File: config.mk
export PLATFORM = sky130hd
export DESIGN_NAME = leaf_uplink_arbiter
export DESIGN_NICKNAME = d
export VERILOG_FILES = /design/src/rtl/leaf_uplink_arbiter.sv
export SDC_FILE = /design/constraint.sdc
export NUM_CORES = 1
export LEC_CHECK = 0
export CAP_MARGIN = 20
export CORE_MARGIN = 5
export CORE_UTILIZATION = 57
export DETAILED_ROUTE_END_ITERATION = 6
export DONT_BUFFER_PORTS = 1
export GPL_TIMING_DRIVEN = 0
export MAX_ROUTING_LAYER = met4
export PLACE_DENSITY_LB_ADDON = 0.3
export SLEW_MARGIN = 20
export SYNTH_ARGS = -nofsm -noshare
export SYNTH_HDL_FRONTEND = slang
export SYNTH_SLANG_ARGS = --single-unit
File: constraint.sdc
create_clock -name clk -period 3.45 [get_ports clk]
set_input_delay 0.345 -clock clk [delete_from_list [all_inputs] [get_ports clk]]
set_output_delay 0.345 -clock clk [all_outputs]
set_load 0.01 [all_outputs]
File: src/rtl/leaf_uplink_arbiter.sv
// leaf_uplink_arbiter: round-robin merge of local single-flit sources into a FIFO feeding one spine leaf port
//   clk               rising-edge clock
//   reset             synchronous active-high reset
//   src_data          flit of source i at [i*DWIDTH +: DWIDTH]
//   src_valid         per-source offer
//   src_ready         one-hot grant, accept when src_valid[i] & src_ready[i]
//   uplink_full       spine input FIFO full, blocks issue
//   uplink_data       flit toward spine, held while uplink_valid is low
//   uplink_valid      one-cycle strobe per flit
//   fifo_count        uplink FIFO occupancy
//   stat_flits        (UPLINK_STATS_EN) saturating 16-bit accepted-flit counter per source
//   stat_stall_cycles (UPLINK_STATS_EN) saturating count of cycles with data queued but spine full
module leaf_uplink_arbiter #(
    parameter logic [3:0] GROUP_ID   = 4'b0110,
    parameter int         NUM_SRC    = 4,
    parameter int         DWIDTH     = 16,
    parameter int         FIFO_DEPTH = 8
) (
    input  logic                          clk,
    input  logic                          reset,
    input  logic [NUM_SRC*DWIDTH-1:0]     src_data,
    input  logic [NUM_SRC-1:0]            src_valid,
    output logic [NUM_SRC-1:0]            src_ready,
    input  logic                          uplink_full,
    output logic [DWIDTH-1:0]             uplink_data,
    output logic                          uplink_valid,
    output logic [$clog2(FIFO_DEPTH):0]   fifo_count
`ifdef UPLINK_STATS_EN
    ,
    output logic [NUM_SRC*16-1:0]         stat_flits,
    output logic [15:0]                   stat_stall_cycles
`endif
);
    localparam int PW = $clog2(NUM_SRC);
    localparam int AW = $clog2(FIFO_DEPTH);
    localparam int CW = AW + 1;
    localparam logic [0:0] IDLE = 1'b0;
    localparam logic [0:0] SEND = 1'b1;

    logic [PW-1:0]     rr_ptr, win;
    logic [AW-1:0]     wr_ptr, rd_ptr;
    logic [DWIDTH-1:0] mem [FIFO_DEPTH];
    logic [0:0]        state;
    logic              hit, pop, full;
    // group id only travels with the block for header checks upstream
    logic              unused_group;

    assign unused_group = ^GROUP_ID;
    assign full         = fifo_count == CW'(FIFO_DEPTH);
    assign pop          = fifo_count != '0 && !uplink_full;
    assign uplink_valid = state == SEND;

    // walk downward so the source closest to rr_ptr is the last to overwrite win
    always_comb begin
        win = rr_ptr;
        for (int k = NUM_SRC - 1; k >= 0; k--)
            if (src_valid[(int'(rr_ptr) + k) % NUM_SRC]) win = PW'((int'(rr_ptr) + k) % NUM_SRC);
        hit       = |src_valid && !full && !reset;
        src_ready = hit ? NUM_SRC'(1) << win : '0;
    end

    always_ff @(posedge clk)
        if (hit) mem[wr_ptr] <= src_data[int'(win)*DWIDTH +: DWIDTH];

    // the output FSM reduces to "SEND next cycle iff a pop happens now"
    always_ff @(posedge clk) begin
        if (reset) begin
            rr_ptr      <= '0;
            wr_ptr      <= '0;
            rd_ptr      <= '0;
            fifo_count  <= '0;
            state       <= IDLE;
            uplink_data <= '0;
        end else begin
            if (hit) begin
                wr_ptr <= wr_ptr + 1'b1;
                rr_ptr <= win == PW'(NUM_SRC - 1) ? '0 : win + 1'b1;
            end
            if (pop) begin
                rd_ptr      <= rd_ptr + 1'b1;
                uplink_data <= mem[rd_ptr];
            end
            fifo_count <= fifo_count + CW'(hit) - CW'(pop);
            state      <= pop ? SEND : IDLE;
        end
    end

`ifdef UPLINK_STATS_EN
    always_ff @(posedge clk) begin
        if (reset) begin
            stat_flits        <= '0;
            stat_stall_cycles <= '0;
        end else begin
            for (int i = 0; i < NUM_SRC; i++)
                if (hit && win == PW'(i) && stat_flits[i*16 +: 16] != 16'hFFFF)
                    stat_flits[i*16 +: 16] <= stat_flits[i*16 +: 16] + 16'd1;
            if (fifo_count != '0 && uplink_full && stat_stall_cycles != 16'hFFFF)
                stat_stall_cycles <= stat_stall_cycles + 16'd1;
        end
    end
`endif
endmodule

# After elaboration in Yosys (flattened, before gate mapping)
# Memory sizes are Yosys's and may differ from the RTL's. A register that Yosys moved wholly into a read port is not among the register bits.
# Cells that the tools add are included.
# word_totals
ram_bits,128
regBits,13
n_memories,1
input_bits,71
# classes
n_lt_le_gt_ge,4
n_eq_ne,2
reduce_logical,11
n_bitwise,3
shifts,2
muxes,20
add_sub_neg,8
# memory_table
name,words,word_bits,rd,rd_ports_with_merged_regs,write_ports,line,rtl
mem,8,16,1,1,1,42,logic [DWIDTH-1:0] mem [FIFO_DEPTH];
# ops
op,count
variable part select 64 x 7 -> 16 bit,1
"< comparator 3 x 4 -> 1 bit, second input constant",3
two-way mux 1 bit,10
two-way mux 2 bit,5
binary-select mux 1 bit (select 2 bit),4
"adder 3 x 1 -> 3 bit, second input constant",2
OR reduction 2 bit,3
"adder 2 x 1 -> 2 bit, second input constant",2
"adder 2 bit, second input constant",2
adder 4 x 1 -> 4 bit,1
"equality test 4 bit, second input constant",1
two-way mux 4 bit,1
nonzero test 4 bit,1
OR reduction 4 bit,1
"left shift 1 x 2 -> 4 bit, first input constant",1
subtractor 4 x 1 -> 4 bit,1
"bitwise AND 1 bit, first input constant",3
logical AND 1 bit,3
zero test 1 bit,3
"< comparator 2 x 3 -> 1 bit, second input constant",1
"equality test 2 bit, second input constant",1

# Logic depth before layout (Yosys ltp)
# logic_depth
depth_word,12
ltp_mapped,12

# Worst setup path after synthesis
# Ideal clock, no wire load.
# synth_timing
path_type,register to register
start,register fifo_count[2]
end,"memory mem[2][0], enable pin"
synth_period_minus_slack_ns,3.353
stages_incl_launch_ff,7
n_path_buf,0
required_time_ns,3.014
arrival_ns,2.917
path_slack_ns,0.097
setup_ns,0.436
path_cell_list,dfxtp_1 inv_1 ha_1 nor3b_1 nor3_1 inv_1 nor4b_1
# synth_between
elab_chain_len,6
# synth_rtl
item,line,rtl
from (decl),27,output logic [$clog2(FIFO_DEPTH):0] fifo_count
from (signal assigned),83,fifo_count <= fifo_count + CW'(hit) - CW'(pop);
equality test 4 bit,49,assign full = fifo_count == CW'(FIFO_DEPTH);
zero test 1 bit,58,hit = |src_valid && !full && !reset;
logical AND 1 bit (2 in a row),58,
two-way mux 1 bit,63,if (hit) mem[wr_ptr] <= src_data[int'(win)*DWIDTH +: DWIDTH];
two-way mux 1 bit (not written as such),63,
to (decl),42,
# No other way between the ends.

# Worst setup path in the final report
# layout_timing
start,register fifo_count[2]
end,"memory mem[5][13], enable pin"
# The elaborated chain is that of the path after synthesis.

==> run_results.csv <==
group,metric,value,unit
clocking,cts_resized,0,
worst_setup_path,critPathMaxFanout,10,
worst_setup_path,critPathArrivalTime,2.99,ns
worst_setup_path,crit_path_end_kind,"flop",
min_path,hold_path_depth,2,
worst_setup_path,r2r_end,"mem[5][13]",
pwr,intPower,4.47,mW
timing,tightest_slew,0.877,ns
min_path,worstHoldStart,"reset",
worst_setup_path,cp-start-kind,"flop",
logic_synthesis,synth_area_per_cell,15.6,µm²
routing,vias,3850,
layout,multi_input_comb_area,0.00206,mm²
timing,whs,0.0998,ns
die,dieArea,0.0140,mm²
worst_setup_path,crit_chain,"inv_1 > ha_1 > nor3b_1 > nor3_1 > buf_2 > nand2_1 > nor3b_2 > buf_6 > buf_4",
worst_setup_path,cp_slowest_cell,"nor3b_2",
routing,wl_per_cell,25.0,µm
clocking,path_clk_slew,0.06,ns
timing,grt_setup_unrepaired,"no",
pwr,p_leak,2.55,nW
clocking,cts-root-buf,"clkbuf_16",
grt,grt.met3_usage,6.39,%
grt,grt_pass1_vias,4001,
timing,maxSlewHeadroom,41.5,%
logic_synthesis,async_flop_share,0,%
logic_synthesis,ys_ff_latch,157,
pwr,switching_share,31.1,%
worst_setup_path,ff2ff_path_depth,9,
routing,ant_nets,0,
layout,fin_util,66.5,%
timing,setup_slack,0.586,ns
logic_synthesis,syn_inst,428,
die,boundaryPins,96,
placed_design,gp_congestion,0.787,
layout,area_delta_synth_final,14.0,%
worst_setup_path,critPathKind,"reg2reg",
worst_setup_path,cpPeakStageDelay,0.66,ns
grt,grt_remaining_overflow,0,
logic_synthesis,synth_largest_area_cell,"edfxtp_1",
die,die_w,118,µm
timing,finalSetupViolations,0,
timing,skew,0.00738,ns
routing,drc_errors,0,
timing,min_period,2.86,ns
timing,fmaxAchievable,349,MHz
worst_setup_path,cp_data_required_time,3.57,ns
grt,grt_max_degree,17,
layout,fill_cells,797,
logic_synthesis,seq_area_frac_synth,66.4,%
die,start_util,58.3,%
pwr,p_per_area,853,mW/mm²
status,status,"finished clean",
die,fp-row-count,39,
flow_run,maxCapViolations,0,
min_path,hold_class,"in2reg",
pwr,comb_power_share,29.5,%
routing,initialDrtViolationCount,339,
die,fp.dieH,118,µm
timing,slew_violations,0,
die,core,0.0114,mm²
pwr,p_clk_share,27.5,%
timing,timing.final.crit_share,83.0,%
layout,nNetsFinal,549,
layout,design_area,0.00760,mm²
routing,wirelength,15.5,mm
grt,gr-usage-all-layers,23.7,%
clocking,ctsLongestPathBuffers,2,
layout,drive_gt1_share,25.0,%
clocking,insertion_delay,0.42,ns
logic_synthesis,netlist_top_cells_area,"edfxtp_1 58%, mux4_2 11%, dfxtp_1 8.7%",
logic_synthesis,yosysTopAreaCellShare,57.7,%
routing,vias_per_cell,6.22,
clocking,hold_buffers,0,
layout,final-seq-area,0.00442,mm²
placed_design,dp_hpwl,11.0,mm
clocking,clkSinkCount,157,
pwr,seqPwrFrac,43.0,%
grt,gr-usage-met2,36.3,%
pwr,switchingPower,2.02,mW
placed_design,placed_cell_area,0.00703,mm²
logic_synthesis,synth-edff-count,128,
grt,grt_busiest_layer,"met2",
grt,met1_usage,30.6,%
worst_setup_path,rrSetupSlack,0.59,ns
logic_synthesis,synth-main-ff-cell,"edfxtp_1",
logic_synthesis,syn_area,0.00666,mm²
pwr,ir_worst_vdd,0.627,mV
logic_synthesis,synth.most_common_cell,"edfxtp_1",
grt,grt_pass1_wl,23.6,mm
logic_synthesis,synth.net_count,512,
grt,antenna_found_initial,0,
routing,first_pass_iters,4,
clocking,h-tree-depth,4,
timing,finalHoldViolCount,0,
clocking,numCtsBuffers,17,
layout,n_antenna_cell,0,
min_path,whs_endpoint,"rr_ptr[1]",
logic_synthesis,synth.distinct_cells,37,
clocking,cts_tree,"yes",
logic_synthesis,synthTopCellsByCount,"128 x edfxtp_1, 70 x nand2_1, 32 x mux4_2",
placed_design,pre_cts_ws,0.560,ns
worst_setup_path,rr_startpoint,"fifo_count[2]",
placed_design,io_buffers,0,
clocking,cts_setup_buffers,0,
logic_synthesis,synth_warnings,0,
layout by cell type (no fill, tap or decap), types with 10 or more instances in the layout:
cell       netlist  routed
a21oi_2         14      14
a32oi_1         16      16
buf_2            8      12
buf_4            4      13
clkbuf_16        0      17
dfxtp_1         29      29
edfxtp_1       128     128
ha_1            12      12
inv_1           10      10
mux2i_1         17      17
mux4_2          32      32
nand2_1         70      70
nor2_1          12      11
o21ai_0         20      20
cell type report:
| type | count | share of cell area (%) |
|---|---|---|
| multi-input cells | 235 | 27.1 |
| flip-flops and latches | 157 | 58.2 |
| repair buffers | 18 | 1.94 |
| inverters | 11 | 0.642 |
| plain buffers | 25 | 2.26 |
| well taps | 143 | 2.36 |
| clock inverters | 8 | 1.20 |
| clock buffers | 22 | 6.24 |
power groups by stage:
stage | sequential [mW] | clock [mW] | combinational, mW
final | 2.79 | 1.78 | 1.91
after global routing | 2.82 | 1.88 | 2.10
after CTS | 2.79 | 1.80 | 1.93
after detailed placement | 2.82 | 0 | 1.91
after global placement | 2.81 | 0 | 1.78
after floorplan | 2.78 | 0 | 1.35
logic make-up (layout without fill, tap and decap cells):
family                     after synthesis  in the layout  synth area share, %
DFF                                    157            157                 66.4
xor gates and xnor gates                 6              6                0.789
buffers and inverters                   36             84                 3.31
and+or+nand+nor                        108            108                 7.21
adders and majority gates               13             13                 2.55
AOI/OAI and AO/OA                       59             59                 6.37
muxes                                   49             49                 13.4
flip-flops by register name, indices dropped and copies added, names as in the netlist:
signal / cells
mem: 128
uplink_data: 16
rd_ptr: 3
uplink_valid: 1
wr_ptr: 3
rr_ptr: 2
fifo_count: 4
per-layer routing:
layer	wire, µm	up-vias
li1	-	1705
met5	0	-
met2	7530	190
met4	335	0
met1	6320	1938
met3	1320	17
critical path: cells and delay by family (launching register included):
family	cells	cell delay [ns]
fa+ha+maj	1	0.20
buf+inv	4	0.77
flops	1	0.38
simple gates	4	1.22
how the worst max path moves through the flow:
stage | start | endpoint | slack [ns]
6_report | fifo_count[2] | mem[5][13] | 0.59
5_1_grt | fifo_count[2] | mem[5][15] | 0.38
4_1_cts | fifo_count[2] | mem[5][13] | 0.55
3_5_place_dp | fifo_count[2] | mem[5][7] | 0.56
3_3_place_gp | fifo_count[2] | mem[2][7] | -1.61
2_1_floorplan | fifo_count[2] | mem[2][0] | 0.1
per-stage QoR:
stage          std cells  TNS [ns]  power (mW)
2_1_floorplan        428         0        4.13
3_3_place_gp         571   -108.99        4.59
3_5_place_dp         589         0        4.73
4_1_cts              619         0        6.52
5_1_grt              619         0        6.80
6_report             619         0        6.48
Power figures use the tool's default switching activity.
